<file path="config.mk">
export PLATFORM = sky130hd
export DESIGN_NAME = pal_cfg_loader
export DESIGN_NICKNAME = d
export VERILOG_FILES = /design/src/rtl/pal_cfg_pkg.sv /design/src/rtl/pal_cfg_loader_serializer.sv /design/src/rtl/pal_cfg_loader.sv
export SDC_FILE = /design/constraint.sdc
export NUM_CORES = 1
export LEC_CHECK = 0
export CAP_MARGIN = 15
export CORE_MARGIN = 2
export CORE_UTILIZATION = 30
export CTS_BUF_LIST = sky130_fd_sc_hd__clkbuf_2 sky130_fd_sc_hd__clkbuf_4 sky130_fd_sc_hd__clkbuf_8
export CTS_CLUSTER_SIZE = 12
export DETAILED_ROUTE_END_ITERATION = 16
export DONT_BUFFER_PORTS = 1
export GPL_TIMING_DRIVEN = 0
export PLACE_DENSITY = 0.46
export REMOVE_ABC_BUFFERS = 1
export SLEW_MARGIN = 20
export SYNTH_ARGS = -nofsm -noshare
export SYNTH_HDL_FRONTEND = slang
export SYNTH_SLANG_ARGS = --single-unit
export TNS_END_PERCENT = 20
</file>
<file path="constraint.sdc">
create_clock -name clk -period 2.9 [get_ports clk]
set_input_delay 0.435 -clock clk [delete_from_list [all_inputs] [get_ports clk]]
set_output_delay 0.435 -clock clk [all_outputs]
set_load 0.02 [all_outputs]
</file>
<file path="src/rtl/pal_cfg_pkg.sv">
// Shared constants, chain-length helpers and FSM states for the PAL config loader.
package pal_cfg_pkg;

    localparam int PAL_N = 8;
    localparam int PAL_M = 6;
    localparam int PAL_P = 15;

    // Chain length: AND plane (2 literals per input per product term) plus OR plane.
    function automatic int cfg_bits_f(input int n, input int m, input int p);
        return 2 * n * p + p * m;
    endfunction

    function automatic int cfg_bytes_f(input int bits);
        return (bits + 7) / 8;
    endfunction

    localparam int CFG_BITS_DEF  = cfg_bits_f(PAL_N, PAL_M, PAL_P);
    localparam int CFG_BYTES_DEF = cfg_bytes_f(CFG_BITS_DEF);
    localparam int BIT_CNT_W_DEF = $clog2(CFG_BITS_DEF + 1);

    typedef enum logic [1:0] {
        ST_IDLE,
        ST_LOAD,
        ST_DONE
    } state_e;

endpackage

</file>
<file path="src/rtl/pal_cfg_loader_serializer.sv">
// Byte-to-bit serializer: shift register plus one-byte hold buffer so a
// back-to-back byte source yields a gap-free LSB-first bit stream.
module pal_cfg_serializer (
    input  logic       clk,
    input  logic       res_n,
    input  logic       clr_i,
    input  logic       en_i,
    input  logic [7:0] data_i,
    input  logic       valid_i,
    output logic       emit_vld_o,
    output logic       emit_bit_o,
    output logic       h_full_nxt_o
);

    logic [7:0] sr_q, sr_d;
    logic [7:0] h_q, h_d;
    logic [3:0] rem_q, rem_d;
    logic       h_full_q, h_full_d;
    logic       direct;

    // Pick the source of this cycle's bit (SR, then hold, then incoming byte) and park any unused byte.
    always_comb begin
        sr_d       = sr_q;
        h_d        = h_q;
        rem_d      = rem_q;
        h_full_d   = h_full_q;
        emit_vld_o = 1'b0;
        emit_bit_o = 1'b0;
        direct     = en_i && (rem_q == 4'd0) && !h_full_q && valid_i;
        if (en_i) begin
            if (rem_q != 4'd0) begin
                emit_vld_o = 1'b1;
                emit_bit_o = sr_q[0];
                sr_d       = {1'b0, sr_q[7:1]};
                rem_d      = rem_q - 4'd1;
            end else if (h_full_q) begin
                emit_vld_o = 1'b1;
                emit_bit_o = h_q[0];
                sr_d       = {1'b0, h_q[7:1]};
                rem_d      = 4'd7;
                h_full_d   = 1'b0;
            end else if (valid_i) begin
                emit_vld_o = 1'b1;
                emit_bit_o = data_i[0];
                sr_d       = {1'b0, data_i[7:1]};
                rem_d      = 4'd7;
            end
        end
        // Byte not consumed directly: into SR if it will be empty, else into hold.
        if (valid_i && !direct) begin
            if ((rem_d == 4'd0) && !h_full_d) begin
                sr_d  = data_i;
                rem_d = 4'd8;
            end else begin
                h_d      = data_i;
                h_full_d = 1'b1;
            end
        end
        if (clr_i) begin
            sr_d     = 8'd0;
            h_d      = 8'd0;
            rem_d    = 4'd0;
            h_full_d = 1'b0;
        end
    end

    assign h_full_nxt_o = h_full_d;

    // Buffer state registers.
    always_ff @(posedge clk or negedge res_n) begin
        if (!res_n) begin
            sr_q     <= 8'd0;
            h_q      <= 8'd0;
            rem_q    <= 4'd0;
            h_full_q <= 1'b0;
        end else begin
            sr_q     <= sr_d;
            h_q      <= h_d;
            rem_q    <= rem_d;
            h_full_q <= h_full_d;
        end
    end

endmodule

</file>
<file path="src/rtl/pal_cfg_loader.sv">
// PAL configuration loader: byte valid/ready in, serial cfg bit + enable out,
// counts exactly CFG_BITS bits then reports done. All outputs registered.
module pal_cfg_loader
    import pal_cfg_pkg::*;
#(
    parameter int N        = PAL_N,
    parameter int M        = PAL_M,
    parameter int P        = PAL_P,
    parameter int CFG_BITS = cfg_bits_f(N, M, P)
) (
    input  logic                            clk,
    input  logic                            res_n,
    input  logic                            start,
    input  logic [7:0]                      s_data,
    input  logic                            s_valid,
    output logic                            s_ready,
    output logic                            cfg_bit,
    output logic                            cfg_en,
    output logic                            busy,
    output logic                            done,
    output logic [$clog2(CFG_BITS+1)-1:0]   bit_cnt
);

    localparam int BCW       = $clog2(CFG_BITS + 1);
    localparam int CFG_BYTES = cfg_bytes_f(CFG_BITS);
    localparam int BYW       = $clog2(CFG_BYTES + 1);
    localparam logic [BCW-1:0] BITS_LAST  = BCW'(CFG_BITS);
    localparam logic [BYW-1:0] BYTES_LAST = BYW'(CFG_BYTES);

    state_e         state_q;
    logic [BCW-1:0] bit_cnt_q, bit_cnt_d;
    logic [BYW-1:0] bytes_q, bytes_d;
    logic           s_ready_q, s_ready_d;
    logic           cfg_bit_q, cfg_en_q, busy_q, done_q;

    logic at_end, fire, ser_en, ser_clr;
    logic emit_vld, emit_bit, h_full_nxt;

    // start always wins over a same-cycle byte; serializer stops once the chain is full.
    assign at_end    = (bit_cnt_q == BITS_LAST);
    assign fire      = s_valid && s_ready_q && !start;
    assign ser_en    = (state_q == ST_LOAD) && !at_end && !start;
    assign ser_clr   = start || ((state_q == ST_LOAD) && at_end);
    assign bytes_d   = bytes_q + BYW'(fire);
    assign bit_cnt_d = bit_cnt_q + BCW'(emit_vld);
    assign s_ready_d = !h_full_nxt && (bytes_d != BYTES_LAST);

    pal_cfg_serializer u_ser (
        .clk          (clk),
        .res_n        (res_n),
        .clr_i        (ser_clr),
        .en_i         (ser_en),
        .data_i       (s_data),
        .valid_i      (fire),
        .emit_vld_o   (emit_vld),
        .emit_bit_o   (emit_bit),
        .h_full_nxt_o (h_full_nxt)
    );

    // Load FSM with byte/bit counters and registered outputs.
    always_ff @(posedge clk or negedge res_n) begin
        if (!res_n) begin
            state_q   <= ST_IDLE;
            bit_cnt_q <= '0;
            bytes_q   <= '0;
            s_ready_q <= 1'b0;
            cfg_bit_q <= 1'b0;
            cfg_en_q  <= 1'b0;
            busy_q    <= 1'b0;
            done_q    <= 1'b0;
        end else if (start) begin
            state_q   <= ST_LOAD;
            bit_cnt_q <= '0;
            bytes_q   <= '0;
            s_ready_q <= 1'b1;
            cfg_bit_q <= 1'b0;
            cfg_en_q  <= 1'b0;
            busy_q    <= 1'b1;
            done_q    <= 1'b0;
        end else begin
            case (state_q)
                ST_LOAD: begin
                    if (at_end) begin
                        state_q   <= ST_DONE;
                        s_ready_q <= 1'b0;
                        cfg_bit_q <= 1'b0;
                        cfg_en_q  <= 1'b0;
                        busy_q    <= 1'b0;
                        done_q    <= 1'b1;
                    end else begin
                        bit_cnt_q <= bit_cnt_d;
                        bytes_q   <= bytes_d;
                        s_ready_q <= s_ready_d;
                        cfg_en_q  <= emit_vld;
                        cfg_bit_q <= emit_vld ? emit_bit : 1'b0;
                    end
                end
                default: begin
                    s_ready_q <= 1'b0;
                    cfg_bit_q <= 1'b0;
                    cfg_en_q  <= 1'b0;
                end
            endcase
        end
    end

    assign s_ready = s_ready_q;
    assign cfg_bit = cfg_bit_q;
    assign cfg_en  = cfg_en_q;
    assign busy    = busy_q;
    assign done    = done_q;
    assign bit_cnt = bit_cnt_q;

endmodule

</file>
# Word-level counts from Yosys, hierarchy flattened
# Cells that the tools add are included.
dict set report totals {
  input_bits 12
  out_inout_bits 14
  register_bits 43
}
dict set report classes {
  n_eq_ne 5
  reduce_logical 27
  n_addsub 3
  n_mux 55
}
# cell count
set op_table {}
lappend op_table {{8-bit two-way mux} 10}
lappend op_table {{1-bit two-way mux} 29}
lappend op_table {{4-bit two-way mux} 7}
lappend op_table {{9-bit two-way mux} 3}
lappend op_table {{6-bit two-way mux} 3}
lappend op_table {{1-bit logical AND} 11}
lappend op_table {{9-bit by 1-bit adder with 9-bit output} 1}
lappend op_table {{9-bit == test, second input constant} 1}
lappend op_table {{4-bit zero test} 2}
lappend op_table {{6-bit by 1-bit adder with 6-bit output} 1}
lappend op_table {{1-bit zero test} 6}
lappend op_table {{2-bit two-way mux} 3}
lappend op_table {{6-bit inequality test, second input constant} 1}
lappend op_table {{2-bit AND reduction} 3}
lappend op_table {{2-bit nonzero test} 3}
lappend op_table {{2-bit inequality test, second input constant} 2}
lappend op_table {{4-bit nonzero test} 1}
lappend op_table {{4-bit by 1-bit subtractor with 4-bit output, second input constant} 1}
lappend op_table {{2-bit by 1-bit == test with 1-bit output, second input constant} 1}
lappend op_table {{1-bit logical OR} 1}

# Depth between registers and ports, before layout
dict set report logic_depth {
  depth_word 16
  mapped_depth 13
  depth_no_buf 12
}

# By module
# Synthesis repeated with hierarchy kept, for this count alone.
dict set report unflattened {
  cells_unflattened 267
  hier_area_um2 2688.8
}
# mod n_inst cells_each seq_area_each_um2 area_each_um2
set modules_own_cells {}
lappend modules_own_cells {pal_cfg_serializer 1 160 525.5 1537.7}
lappend modules_own_cells {pal_cfg_loader 1 107 500.5 1151.1}

# Worst setup path before layout
# OpenSTA, ideal clock, no wires.
dict set report synth_timing {
  kind {flip-flop to flip-flop}
  start {reg u_ser.rem_q[0]}
  end {reg bit_cnt_q[8], in the netlist bit_cnt[8]}
  path_stages_with_launch 14
  synth_period_minus_slack_ns 2.766
  path_buffers 1
  required_ns 2.768
  t_arrival_ns 2.634
  slack_ns 0.134
  path_cell_list {dfrtp_1 -> inv_1 -> ha_1 -> or3b_1 -> a211oi_1 -> nor3_1 -> clkbuf_1 -> ha_1 -> ha_1 -> and3_1 -> nor2b_1 -> nand2_1 -> xor2_1 -> nor2_1}
}
dict set report synth_via {
  elab_chain_len 7
}
# item line
set synth_rtl {}
lappend synth_rtl {{from (decl)} pal_cfg_loader_serializer.sv:17} ;# logic [3:0] rem_q, rem_d;
lappend synth_rtl {{from (signal assigned)} pal_cfg_loader_serializer.sv:79} ;# rem_q <= rem_d;
lappend synth_rtl {{4-bit nonzero test} pal_cfg_loader_serializer.sv:31} ;# if (rem_q != 4'd0) begin
lappend synth_rtl {{1-bit two-way mux} pal_cfg_loader_serializer.sv:31}
lappend synth_rtl {{1-bit two-way mux} pal_cfg_loader_serializer.sv:30} ;# if (en_i) begin
lappend synth_rtl {{9-bit by 1-bit adder with 9-bit output} pal_cfg_loader.sv:45} ;# assign bit_cnt_d = bit_cnt_q + BCW'(emit_vld);
lappend synth_rtl {{9-bit two-way mux} pal_cfg_loader.sv:83} ;# if (at_end) begin
lappend synth_rtl {{9-bit two-way mux} pal_cfg_loader.sv:81} ;# case (state_q)
lappend synth_rtl {{9-bit two-way mux} pal_cfg_loader.sv:71} ;# end else if (start) begin
lappend synth_rtl {{to (signal assigned)} pal_cfg_loader.sv:91} ;# bit_cnt_q <= bit_cnt_d;
lappend synth_rtl {{to (decl)} pal_cfg_loader.sv:31} ;# logic [BCW-1:0] bit_cnt_q, bit_cnt_d;
# No other way between the ends. The select of a mux whose other input is x is not followed.
# A chain may end at the register's enable or synchronous reset.

# Worst setup path in the final report
dict set report layout_timing {
  start {reg state_q[0]}
  end {reg s_ready_q, in the netlist s_ready}
}
dict set report layout_via {
  elab_chain_len 15
}
# item line
set layout_rtl {}
lappend layout_rtl {{from (decl)} pal_cfg_loader.sv:30} ;# state_e state_q;
lappend layout_rtl {{from (signal assigned)} pal_cfg_loader.sv:63} ;# state_q <= ST_IDLE;
lappend layout_rtl {{from (signal assigned)} pal_cfg_loader.sv:72} ;# state_q <= ST_LOAD;
lappend layout_rtl {{from (signal assigned)} pal_cfg_loader.sv:84} ;# state_q <= ST_DONE;
lappend layout_rtl {{2-bit by 1-bit == test with 1-bit output *} {pal_cfg_loader.sv:42, pal_cfg_loader.sv:43, pal_cfg_loader.sv:81}}
lappend layout_rtl {{branches (longest 12 deep; another with 4-bit two-way mux)} --}
lappend layout_rtl {{1-bit two-way mux *} pal_cfg_loader.sv:81}
lappend layout_rtl {{1-bit two-way mux *} pal_cfg_loader.sv:71}
lappend layout_rtl {{to (signal assigned)} pal_cfg_loader.sv:93} ;# s_ready_q <= s_ready_d;
lappend layout_rtl {{to (decl)} pal_cfg_loader.sv:33} ;# logic s_ready_q, s_ready_d;
# Mark *: on every way between the ends.

==> summary.txt <==
Outcome
  – Status: finished, final reports clean

Final layout
  – Layout cells sized above 1: 14.1%
  – Layout Cells excl Fill: 358
  – Post-route cell area: 2700 um^2
  – Fill count: 779
  – Commonest non-fill, non-tap cell in the layout: dfrtp_1
  – Most frequent cells in the layout: dfrtp_1 (39), nand3_1 (19), nand2_1 (18), nor2_1 (18), o211ai_1 (15)
  – Antenna cells: 0
  – Nets: 274
  – Area growth syn-to-layout: 13.1%
  – Finished Core Util: 34.9%

Clock tree
  – CTS tree: done
  – H-tree levels: 2
  – Cts bufs inserted: 5
  – CTS root buffer: clkbuf_8
  – CTS sink count: 41
  – Worst skew pair latency: 0.29 ns
  – Clock transition at path regs: 0.08 ns
  – Max Buffers Root-to-Sink: 2

GRT
  – Initial antenna violation count: 0
  – Largest net degree at the start of global routing: 42
  – Vias in the first global route: 1970
  – First-pass GRT wire length: 10400 um
  – Total congestion overflow: 0
  – GRT Total Usage: 15.1%

Power and ir drop
  – IR drop worst, VDD: 0.000210 V
  – PD cells: 561 nW/um^2
  – P_leak: 1.09 nW

Logic synthesis
  – Ys Warns: 0
  – Syn avg cell area: 9.46 um^2
  – Main synth FF type: dfrtp_1
  – Synth top area cells: dfrtp_1 (43%), o211ai_1 (4.7%), nand3_1 (4.0%)
  – Async set-reset flop share out of synthesis: 100%
  – Netlist cell types: 49
  – Post-Syn Instances: 252
  – Top-area cell type share of the netlist area: 43.0%
  – Cell area after synthesis: 2380 um^2
  – EDFF count, synth: 0
  – Cell taking the most area after synthesis: dfrtp_1
  – Sequential share of the synthesized area: 43.0%
  – Yosys reg bits: 41

Place
  – PortBufs: 0
  – Gp weighted congestion: 0.748
  – Post-placement cell count: 341
  – Hpwl dp: 3860 um
  – Cell area after placement: 2460 um^2

STA
  – Min Hold Slack: 0.203 ns
  – Slew @ Worst Pin: 0.697 ns
  – Final period utilization: 96.1%
  – Final min period: 2.79 ns
  – Slew HR: 53.3%
  – RSZ-0062 raised after global routing: no
  – FMAX: 359 MHz
  – Final clock skew: 0.00819 ns
  – Max Slew Vio Count: 0
  – Final Hold Viols: 0
  – Setup Viol. Count Final: 0

Floorplan
  – Cell Rows: 32
  – Chip height: 93.1 um
  – Die area: 8670 um^2
  – DIE WIDTH: 93.1 um
  – Initial Util: 30.8%
  – Core area: 7730 um^2
  – IO Pins: 26

Route
  – DR vias: 2029
  – Drt pass-1 iters: 4
  – DRC viols: 0
  – Drt via density: 5.67
  – Antenna Nets Post-Route: 0
  – Post-Route WL: 6190 um
  – DR WL/cell: 17.3 um
  – Iter 0 DRT Violations: 120

Critical path
  – CP Launch Point: state_q[0]
  – Crit end category: register
  – R2R Setup Slk: 0.11 ns
  – CP required: 3.13 ns
  – Worst-path fanout max: 11
  – RR Startpoint: state_q[0]
  – Worst Setup EP: s_ready
  – RR Endpoint: s_ready
  – Critical Path Start Type: register
  – Crit Path Class: register to register
  – Crit path arrival time: 3.02 ns
  – Reg2reg path depth: 6

Job
  – Max cap viols: 0

Worst hold path
  – HP Class: input port to register
## report_power, final
| part | leakage (nW) | switching (mW) | total (mW) | internal [mW] |
|---|---|---|---|---|
| combinational | 0.502 | 0.241 | 0.420 | 0.178 |
| sequential | 0.544 | 0.0660 | 0.693 | 0.627 |
| clock | 0.0477 | 0.202 | 0.400 | 0.199 |
## layer usage
metal | part of all wire [%] | wire (um) | vias to the layer above | GRT usage [%]
li1 | - | - | 960 | -
met2 | 46 | 2860 | 50 | 23.2
met5 | 0 | 0 | - | 0
met1 | 47 | 2920 | 1013 | 21.9
met4 | 0.99 | 61 | 0 | 3.68
met3 | 5.5 | 342 | 6 | 2.74
## critical path, stage by stage, from the launching register on
cell	delay, ns
dfrtp_1	0.52
or3b_1	0.50
or4_4	0.48
o21a_1	0.24
nor3b_4	0.41
and2_2	0.39
o22a_1	0.19
## flip-flops by register name (all words and copies together) (netlist names)
name / flops
bit_cnt: 9
bytes_q: 6
cfg_bit: 1
cfg_en: 1
s_ready: 1
state_q: 2
u_ser.h_full_q: 1
u_ser.h_q: 8
u_ser.rem_q: 4
u_ser.sr_q: 8
## timing repair
item                       4_1_cts  5_1_grt
hold buffers                     2        0
gates resized for setup          9        6
buffers inserted                 3        4
pin swaps                        2        2
hold endpoints to repair        41        0
gates cloned                     1        0
setup endpoints to repair       24       19
## cell type report
cell class	instances	area (um^2)	area share (%)
well taps	102	128	4.73
multi-input cells	190	1310	48.6
repair buffers	13	121	4.50
clock buffers	7	90.1	3.34
inverters	5	18.8	0.696
flip-flops and latches	41	1030	38.1
## kinds of logic (layout without fill, tap and decap cells)
group / after synthesis / in the layout / synth area share [%]
fa+ha+maj: 6 / 6 / 3.15
xor+xnor: 9 / 9 / 3.31
simple gates: 105 / 106 / 25.5
flops: 41 / 41 / 43.0
compound gates: 69 / 69 / 20.7
buf+inv: 22 / 25 / 4.30
## worst min path at each step
stage / slack, ns / end / depth (start not counted) / startpoint
after global routing: 0.19 / bytes_q[2] / 1 / start
after global placement: 0.14 / bytes_q[4] / 0 / res_n
final: 0.20 / bit_cnt[3] / 1 / start
after CTS: 0.20 / bit_cnt[5] / 1 / start
after floorplan: 0.14 / bit_cnt[0] / 0 / res_n
after detailed placement: 0.14 / bytes_q[4] / 0 / res_n
## Yosys cell counts, types with 3 or more instances
library cell / instances
nor3_1: 3
o211ai_1: 15
inv_1: 4
and3_1: 4
o21ai_0: 4
buf_2: 4
xor2_1: 8
or3_1: 3
a22o_1: 4
a21oi_1: 7
clkbuf_1: 10
nand2_1: 18
nand3b_1: 9
a32oi_1: 8
nand3_1: 19
o21ai_1: 8
nand4_1: 13
dfrtp_1: 41
nor2b_1: 5
nor2_1: 18
o22ai_1: 7
ha_1: 6
## stage by stage
| stage | worst slack (ns) | setup TNS, ns | total power [mW] |
|---|---|---|---|
| 2_1_floorplan | -1.04 | -18.30 | 0.936 |
| 3_3_place_gp | -2.44 | -54.03 | 1.02 |
| 3_5_place_dp | -0.928 | -16.84 | 1.04 |
| 4_1_cts | 0.0502 | 0 | 1.51 |
| 5_1_grt | 0.0120 | 0 | 1.60 |
| 6_report | 0.113 | 0 | 1.51 |
No activity file was read; power rests on OpenSTA's default activity.
